[src/rtl/pc_sequencer.sv]
// pc_sequencer: fetch PC sequencing for the pipeline front end.
// Chooses the next PC (sequential, jump, branch), inserts load-use
// bubbles, freezes on data-memory back-pressure, and halts on request or
// when the selected target lies outside instruction memory or is misaligned.
// Optional feature macro: PC_SEQ_PERF_EN adds stall_cycles/flush_events
// performance counters.

module pc_sequencer #(
    parameter int ADDRESS_WIDTH  = 32,
    parameter int MEM_SIZE       = 256,
    parameter int LOAD_USE_STALL = 1
) (
    input  logic                     clk,
    input  logic                     rst,
    input  logic [ADDRESS_WIDTH-1:0] pc_current,
    input  logic                     branch_taken,
    input  logic [ADDRESS_WIDTH-1:0] branch_target,
    input  logic                     jump,
    input  logic [ADDRESS_WIDTH-1:0] jump_target,
    input  logic                     load_use_hazard,
    input  logic                     mem_busy,
    input  logic                     halt_req,
    output logic [ADDRESS_WIDTH-1:0] pc_next,
    output logic                     pc_enable,
    output logic                     ifid_enable,
    output logic                     ifid_flush,
    output logic                     idex_flush,
    output logic                     halted,
    output logic                     fault
`ifdef PC_SEQ_PERF_EN
    ,
    output logic [31:0]              stall_cycles,
    output logic [31:0]              flush_events
`endif
);

    typedef enum logic [1:0] {
        RUN,
        STALL,
        HALT
    } state_t;

    // First word address the PC register refuses to load.
    localparam logic [ADDRESS_WIDTH-1:0] PC_LIMIT = ADDRESS_WIDTH'(4 * (MEM_SIZE - 1));
    localparam logic [2:0] STALL_RELOAD = 3'(LOAD_USE_STALL - 1);

    state_t state, nextState;
    logic [2:0] cnt, nextCnt;
    logic setFault;
    logic redirect;
    logic inStall;
    logic badTarget;
    logic [ADDRESS_WIDTH-1:0] seqPc;
    logic [ADDRESS_WIDTH-1:0] target;

    // State, remaining-bubble counter and sticky fault flag.
    always_ff @(posedge clk) begin
        if (rst) begin
            state <= RUN;
            cnt   <= 3'd0;
            fault <= 1'b0;
        end else begin
            state <= nextState;
            cnt   <= nextCnt;
            if (setFault) begin
                fault <= 1'b1;
            end
        end
    end

    // Target selection, priority resolution, next state and all outputs.
    always_comb begin
        seqPc       = pc_current + ADDRESS_WIDTH'(4);
        inStall     = (state == STALL);
        if (branch_taken) begin
            target = branch_target;
        end else if (jump && !inStall) begin
            target = jump_target;
        end else begin
            target = seqPc;
        end
        badTarget   = (target >= PC_LIMIT) || (target[1:0] != 2'b00);

        nextState   = state;
        nextCnt     = cnt;
        setFault    = 1'b0;
        redirect    = 1'b0;
        pc_next     = seqPc;
        pc_enable   = 1'b0;
        ifid_enable = 1'b0;
        ifid_flush  = 1'b0;
        idex_flush  = 1'b0;
        halted      = 1'b0;

        if (rst) begin
            pc_next    = '0;
            ifid_flush = 1'b1;
            idex_flush = 1'b1;
            nextState  = RUN;
            nextCnt    = 3'd0;
        end else if (state == HALT) begin
            ifid_flush = 1'b1;
            idex_flush = 1'b1;
            halted     = 1'b1;
        end else if (halt_req) begin
            ifid_flush = 1'b1;
            idex_flush = 1'b1;
            nextState  = HALT;
        end else if (badTarget) begin
            ifid_flush = 1'b1;
            idex_flush = 1'b1;
            setFault   = 1'b1;
            nextState  = HALT;
        end else if (branch_taken) begin
            pc_next     = branch_target;
            pc_enable   = 1'b1;
            ifid_enable = 1'b1;
            ifid_flush  = 1'b1;
            idex_flush  = 1'b1;
            redirect    = 1'b1;
            nextState   = RUN;
            nextCnt     = 3'd0;
        end else if (jump && !inStall) begin
            pc_next     = jump_target;
            pc_enable   = 1'b1;
            ifid_enable = 1'b1;
            ifid_flush  = 1'b1;
            redirect    = 1'b1;
        end else if (mem_busy) begin
            // Everything frozen: no load, no flush, state and counter held.
            nextState = state;
        end else if (inStall) begin
            idex_flush = 1'b1;
            if (cnt <= 3'd1) begin
                nextState = RUN;
                nextCnt   = 3'd0;
            end else begin
                nextCnt = cnt - 3'd1;
            end
        end else if (load_use_hazard) begin
            idex_flush = 1'b1;
            if (LOAD_USE_STALL > 1) begin
                nextState = STALL;
                nextCnt   = STALL_RELOAD;
            end
        end else begin
            pc_enable   = 1'b1;
            ifid_enable = 1'b1;
        end
    end

`ifdef PC_SEQ_PERF_EN
    // Saturating counters of frozen-PC cycles and accepted redirects.
    always_ff @(posedge clk) begin
        if (rst) begin
            stall_cycles <= 32'd0;
            flush_events <= 32'd0;
        end else begin
            if ((state != HALT) && !pc_enable && (stall_cycles != 32'hFFFF_FFFF)) begin
                stall_cycles <= stall_cycles + 32'd1;
            end
            if (redirect && (flush_events != 32'hFFFF_FFFF)) begin
                flush_events <= flush_events + 32'd1;
            end
        end
    end
`endif

endmodule
[config.mk]
export PLATFORM = sky130hd
export DESIGN_NAME = pc_sequencer
export DESIGN_NICKNAME = d
export VERILOG_FILES = /design/src/rtl/pc_sequencer.sv
export SDC_FILE = /design/constraint.sdc
export NUM_CORES = 1
export LEC_CHECK = 0
export BUFFER_PORTS_ARGS = -buffer_cell sky130_fd_sc_hd__buf_2
export CORE_MARGIN = 2
export CORE_UTILIZATION = 41
export DETAILED_ROUTE_END_ITERATION = 8
export PLACE_DENSITY = 0.84
export SYNTH_ARGS = -nofsm -noshare
export SYNTH_HDL_FRONTEND = slang
export SYNTH_SLANG_ARGS = --single-unit
[constraint.sdc]
create_clock -name clk -period 5.1 [get_ports clk]
set_clock_uncertainty 0.2 [all_clocks]
set_input_delay 1.02 -clock clk [delete_from_list [all_inputs] [get_ports clk]]
set_output_delay 1.02 -clock clk [all_outputs]
set_load 0.01 [all_outputs]
## Yosys cells after proc, flatten, opt, wreduce, memory -nomap -nowiden

Cells that the tools add are included.

- Input port bits: 103
- Register bits after elaboration: 6

- Bitwise operators: 3
- Order comparisons: 2
- Add/subtract/negate cells: 2
- Reductions and logical operators: 9
- Eq/ne operators: 6
- Multiplexer cells: 48

Operators with widths:

| operator | number |
|---|---|
| $mux W32 | 6 |
| $add A32 B3 Y32 const B | 1 |
| $ge A32 B10 Y1 const B | 1 |
| $mux W1 | 30 |
| $mux W3 | 5 |
| $mux W2 | 7 |
| $reduce_bool A4 Y1 | 2 |
| $reduce_and A6 Y1 | 1 |
| $reduce_and A5 Y1 | 1 |
| $ne A2 B2 Y1 const B | 2 |
| $ne A4 B2 Y1 const B | 1 |
| $ne A4 B4 Y1 const B | 1 |
| $reduce_bool A2 Y1 | 2 |
| $le A3 B1 Y1 const B | 1 |
| $not A1 Y1 | 3 |
| $sub A3 B1 Y3 const B | 1 |
| $eq A2 B1 Y1 const B | 1 |
| $eq A2 B2 Y1 const B | 1 |
| $logic_and A1 B1 Y1 | 1 |
| $logic_not A1 Y1 | 1 |
| $logic_or A1 B1 Y1 | 1 |

## Depth between registers and ports, before layout

- Depth in word-level cells: 11
- Mapped depth: 11
- Gate-level depth less buffers: 9

## Least setup slack after synthesis

No wires, ideal clock.

- Kind: input to output
- Start: input pc_current[16]
- End: output pc_next[9]
- Data arrival time: 3.558 ns
- Setup slack: 0.322 ns
- Stages on the path: 10
- Path through: buf_2 -> nand4_1 -> nor4_1 -> nand2b_1 -> xnor2_1 -> a2111oi_0 -> and4_1 -> buf_2 -> nand2_1 -> a211oi_1

- Longest elaborated chain between the ends: 9

RTL lines:

| item | RTL line | source |
|---|---|---|
| from (decl) | 15 | `input logic [ADDRESS_WIDTH-1:0] pc_current,` |
| $add A32 B3 Y32 | 73 | `seqPc = pc_current + ADDRESS_WIDTH'(4);` |
| $mux W32 | 77 | `end else if (jump && !inStall) begin` |
| $mux W32 | 75 | `if (branch_taken) begin` |
| $ge A32 B10 Y1 | 82 | `badTarget = (target >= PC_LIMIT) \|\| (target[1:0] != 2'b00);` |
| $logic_or A1 B1 Y1 | 82 |  |
| $mux W32 | 109 | `end else if (badTarget) begin` |
| $mux W32 | 105 | `end else if (halt_req) begin` |
| $mux W32 | 101 | `end else if (state == HALT) begin` |
| $mux W32 | 95 | `if (rst) begin` |
| to (decl) | 23 | `output logic [ADDRESS_WIDTH-1:0] pc_next,` |

No other way between the ends.

## Worst setup path after layout

- Start: input pc_current[10]
- End: output pc_next[25]

- Longest elaborated chain between the ends: 9

RTL lines:

| item | RTL line |
|---|---|
| $add A32 B3 Y32 * | 73 |
| $mux W32 | 77, 123 |
| $mux W32 | 75, 114 |
| $ge A32 B10 Y1 | 82 |
| $logic_or A1 B1 Y1 | 82 |
| $mux W32 | 109 |
| $mux W32 | 105 |
| $mux W32 * | 101 |
| $mux W32 * | 95 |

Every way passes the cells marked *; elsewhere a longest branch is shown, timed or not.

==> impl_results.rst <==
.. list-table::
   :header-rows: 1

   * - Metric
     - Value
   * - Status
     - finished, final reports clean
   * - Number of cells traversed by the worst register-to-register path
     - 7
   * - Avg Vias per Cell
     - between 6 and 7
   * - Reg2reg setup slack
     - around 3.0 ns
   * - Slew Viols, Final
     - 0
   * - Final hold vios
     - 0
   * - DRC viols
     - 0
   * - Final HPWL from detailed placement
     - 6370 um
   * - Final standard cell area without fillers
     - around 0.0027 sq mm
   * - Max-cap check violation count
     - 0
   * - Launching element type of the critical path
     - input pin
   * - Share of the core filled with cells
     - a little under two thirds
   * - Overall routing resource usage
     - 29.7%
   * - Largest net degree at the start of global routing
     - 13
   * - Endpoint of the lowest-slack register-to-register path
     - state[1]$_SDFFE_PP0P_
   * - Total overflow reported by the global router
     - 0
   * - Share of final-layout standard cells stronger than drive strength 1
     - 45.4%
   * - Number of antenna violations at the first check in global routing
     - 0
   * - Peak clock frequency supported by timing
     - between 0.2 and 0.25 GHz
   * - Cells along the critical path
     - buf_2 -> nand4_4 -> or4_4 -> or4_1 -> o311ai_0 -> and4b_2 -> nand4_2 -> o21ai_4 -> buf_4 -> nor2b_1 -> buf_2
   * - Routed length on met1
     - 3260 um
   * - Routability-driven placement congestion ratio
     - between 0.9 and 1
   * - Worst hold path depth
     - 2
   * - Yosys Warn Count
     - 0
   * - Leakage
     - ~1.2 nW
   * - Final-layout fill cell count
     - between 400 and 500
   * - Later-pin clock latency in the skew report
     - between 0.2 and 0.25 ns
   * - Startpoint of the most critical register-to-register path
     - state[1]$_SDFFE_PP0P_
   * - Minimum clock period after layout
     - roughly 5 ns
   * - Flip-flop cell with the highest count after synthesis
     - dfxtp_1
   * - Vias after detailed routing
     - between 3,000 and 4,000
   * - Post-synthesis instance area
     - 0.00183 sq mm
   * - Power density normalized to cell area
     - ~100 mW/mm^2
   * - Post-synthesis to final-layout area growth
     - 50.1%
   * - Top-Level Pins
     - between 100 and 150
   * - Critical path class
     - input pin to output pin
   * - Post-detailed-placement cell area
     - between 0.002 and 0.003 sq mm
   * - Highest routed layer
     - met4
   * - Met2 layer wire length in the routed design
     - roughly 4000 um
   * - Count of H-tree levels built during CTS
     - 1
   * - Die Outline Area
     - about 0.0050 sq mm
   * - Post-synthesis sequential element count
     - 2
   * - Wirelength per Cell
     - approximately 17 um
   * - Worst rel slew slack
     - about two thirds
   * - Critical-path maximum fanout
     - 7
   * - Antenna Violating Nets Remaining
     - 0
   * - Pre-CTS setup slack
     - about 0.038 ns
   * - Routed wire length
     - just over 8000 um
   * - Sinks on the clock net
     - 2
   * - CORE AREA
     - approximately 0.0043 sq mm
   * - Worst hold path endpoint
     - fault$_SDFFE_PP0P_
   * - Worst min-delay path category
     - flip-flop to flip-flop
   * - CTS tree
     - done
   * - Pre-Repair DR Iteration Count
     - 5
   * - Share of the yosys chip area belonging to registers
     - around 2.2%
   * - Transition time at the pin with the least slew margin
     - 0.504 ns
   * - DR WL met3
     - 756 um
   * - Critical Path End Type
     - output pin
   * - CTS clk-pin slew, worst paths
     - about 0.03 ns
   * - Die extent in y
     - approximately 71 um
   * - Clock buffer count from CTS
     - 3
   * - Hold Startpoint
     - fault$_SDFFE_PP0P_
   * - CP arrival
     - around 3.8 ns
   * - Die Width
     - 70.7 um
   * - Data required, critical path
     - about 3.9 ns
   * - Number of nets in the layout
     - 533
   * - Clock tree root buffer cell
     - clkbuf_8
   * - Post-synthesis average cell area
     - 6.50 sq um
   * - Slowest cell on crit path
     - or4_4
   * - Worst Setup Slack, final
     - a little over 0.1 ns
   * - Synth unique cells
     - 67
   * - Gate Count Post-Synth
     - 281
   * - Post-Syn Nets
     - ~390
   * - Largest stage delay, worst path
     - ~0.62 ns
   * - Final Setup Violations
     - 0
   * - Post-Route Setup TNS
     - 0 ns
   * - Critical path's most frequent cell
     - buf_2
   * - Number of buffers inserted by hold repair at cts
     - 0
   * - Worst vdd rail ir drop
     - between 0.04 and 0.05 mV
   * - Tot Pwr
     - 0.000274 W
   * - Number of enable flip-flop cells after synthesis
     - 0
   * - Antenna cell count
     - 0
   * - Post-route clock period utilization
     - approximately 98%
   * - Proportion of synthesized flip-flops having asynchronous set or reset
     - 0%
   * - Initial standard-cell utilization of the core
     - between 40 and 50%
   * - First-pass GRT wire length
     - between 10,000 and 15,000 um
   * - Maximum clock path buffer count
     - 2
   * - Iteration-0 DRC Markers
     - 331
   * - Placement row count
     - 24
   * - Via count of the first global-routing pass
     - roughly 2,600
   * - Buffers on Ports
     - between 100 and 150
report_power, final:
group          leakage, nW  internal, W  switching, W  total [W]
clock               0.0216    0.0000502     0.0000161  0.0000663
sequential          0.0167    0.0000168   0.000000338  0.0000171
combinational         1.19    0.0000843      0.000106   0.000190
timing repair:
item                                    4_1_cts  5_1_grt
endpoints found under the setup margin        0       36
buffers inserted                              0        4
gates resized for setup                       0       12
worst max-delay path: cells and delay by family:
family | cells | cell delay [ns]
AND/OR/NAND/NOR | 6 | 1.83
buffers and inverters | 3 | 0.50
AO/OA/AOI/OAI | 2 | 0.43
through the flow:
| stage | std cells | hold WS [ns] |
|---|---|---|
| after floorplan | 281 | 0.270 |
| after global placement | 470 | 0.237 |
| after detailed placement | 470 | 0.263 |
| after CTS | 473 | 0.269 |
| after global routing | 479 | 0.289 |
| final | 479 | 0.262 |
Yosys cell counts, types with 3 or more instances:
| library cell | number | area [sq um] |
|---|---|---|
| nand3_1 | 28 | 140 |
| nor2_1 | 28 | 105 |
| nand2_1 | 14 | 52.6 |
| a21oi_1 | 13 | 65.1 |
| and3_1 | 12 | 75.1 |
| clkbuf_1 | 12 | 45.0 |
| xor2_1 | 12 | 105 |
| nor3_1 | 11 | 55.1 |
| nor4_1 | 11 | 68.8 |
| xnor2_1 | 11 | 96.3 |
| nand4_1 | 10 | 62.6 |
| inv_1 | 9 | 33.8 |
| o21ai_0 | 7 | 35.0 |
| o22ai_1 | 6 | 37.5 |
| nand2b_1 | 5 | 31.3 |
| nor2b_1 | 5 | 31.3 |
| or2_2 | 5 | 31.3 |
| o311ai_0 | 4 | 35.0 |
| or4_1 | 4 | 30.0 |
| a211oi_1 | 3 | 22.5 |
| a21o_1 | 3 | 22.5 |
| and4_1 | 3 | 26.3 |
| buf_6 | 3 | 33.8 |
| o21a_1 | 3 | 22.5 |
| o31a_1 | 3 | 26.3 |
| o31ai_1 | 3 | 22.5 |
cell families (layout without fill, tap and decap cells):
kind of cell,count (synthesis),count (layout),synth area share [%]
DFF,2,2,2.19
adders and majority gates,1,1,0.685
xor gates and xnor gates,23,23,11.0
buffers and inverters,28,172,7.54
and+or+nand+nor,152,153,47.5
AOI/OAI and AO/OA,74,75,30.5
muxes,1,1,0.548
how the worst max path moves through the flow:
stage	from	to	slack [ns]	cells past startpoint
after global placement	pc_current[10]	pc_next[9]	0.13	10
after detailed placement	pc_current[16]	pc_next[9]	0.04	10
after CTS	pc_current[16]	pc_next[9]	0.05	10
final	pc_current[10]	pc_next[25]	0.10	11
after floorplan	pc_current[16]	pc_next[9]	0.32	10
after global routing	pc_current[16]	pc_next[5]	-0.001	11
area by class of cell:
| cell class | count | area (sq um) | share of cell area [%] |
|---|---|---|---|
| clock buffers | 3 | 41.3 | 1.51 |
| flip-flops and latches | 2 | 40.0 | 1.46 |
| repair buffers | 160 | 855 | 31.2 |
| multi-input cells | 253 | 1710 | 62.2 |
| inverters | 9 | 33.8 | 1.23 |
| well taps | 52 | 65.1 | 2.37 |
sequential cells by signal, indices dropped and copies added, names as in the netlist:
register and cells:
fault 1, state 1
per-layer routing:
layer  vias up  global-route usage [%]
met2       215                    51.2
met1      1398                    39.4
met4         0                    9.22
met5         -                       0
li1       1388                       -
met3        33                    2.14
layout by cell type, fill, tap and decap left out, drive strengths merged, types with 2 or more instances in the layout:
cell type and instances:
nand2 14, a311oi 2, buf 160, o22ai 6
a31o 2, nor2b 5, or4 6, nor4 12
o21ai 9, clkbuf 3, xnor2 11, nand2b 5
or2 5, inv 9, o211ai 2, dfxtp 2
nand3 29, o221a 2, a211oi 3, a31oi 2
o21a 3, o21ba 2, a21o 3, a21oi 14
and3 12, o31ai 5, and2 2, o21bai 2
o31a 3, xor2 12, a41oi 2, and4 3
o311ai 5, nand4 12, nor2 29, nor3 12
No activity file was read; power rests on OpenSTA's default activity.
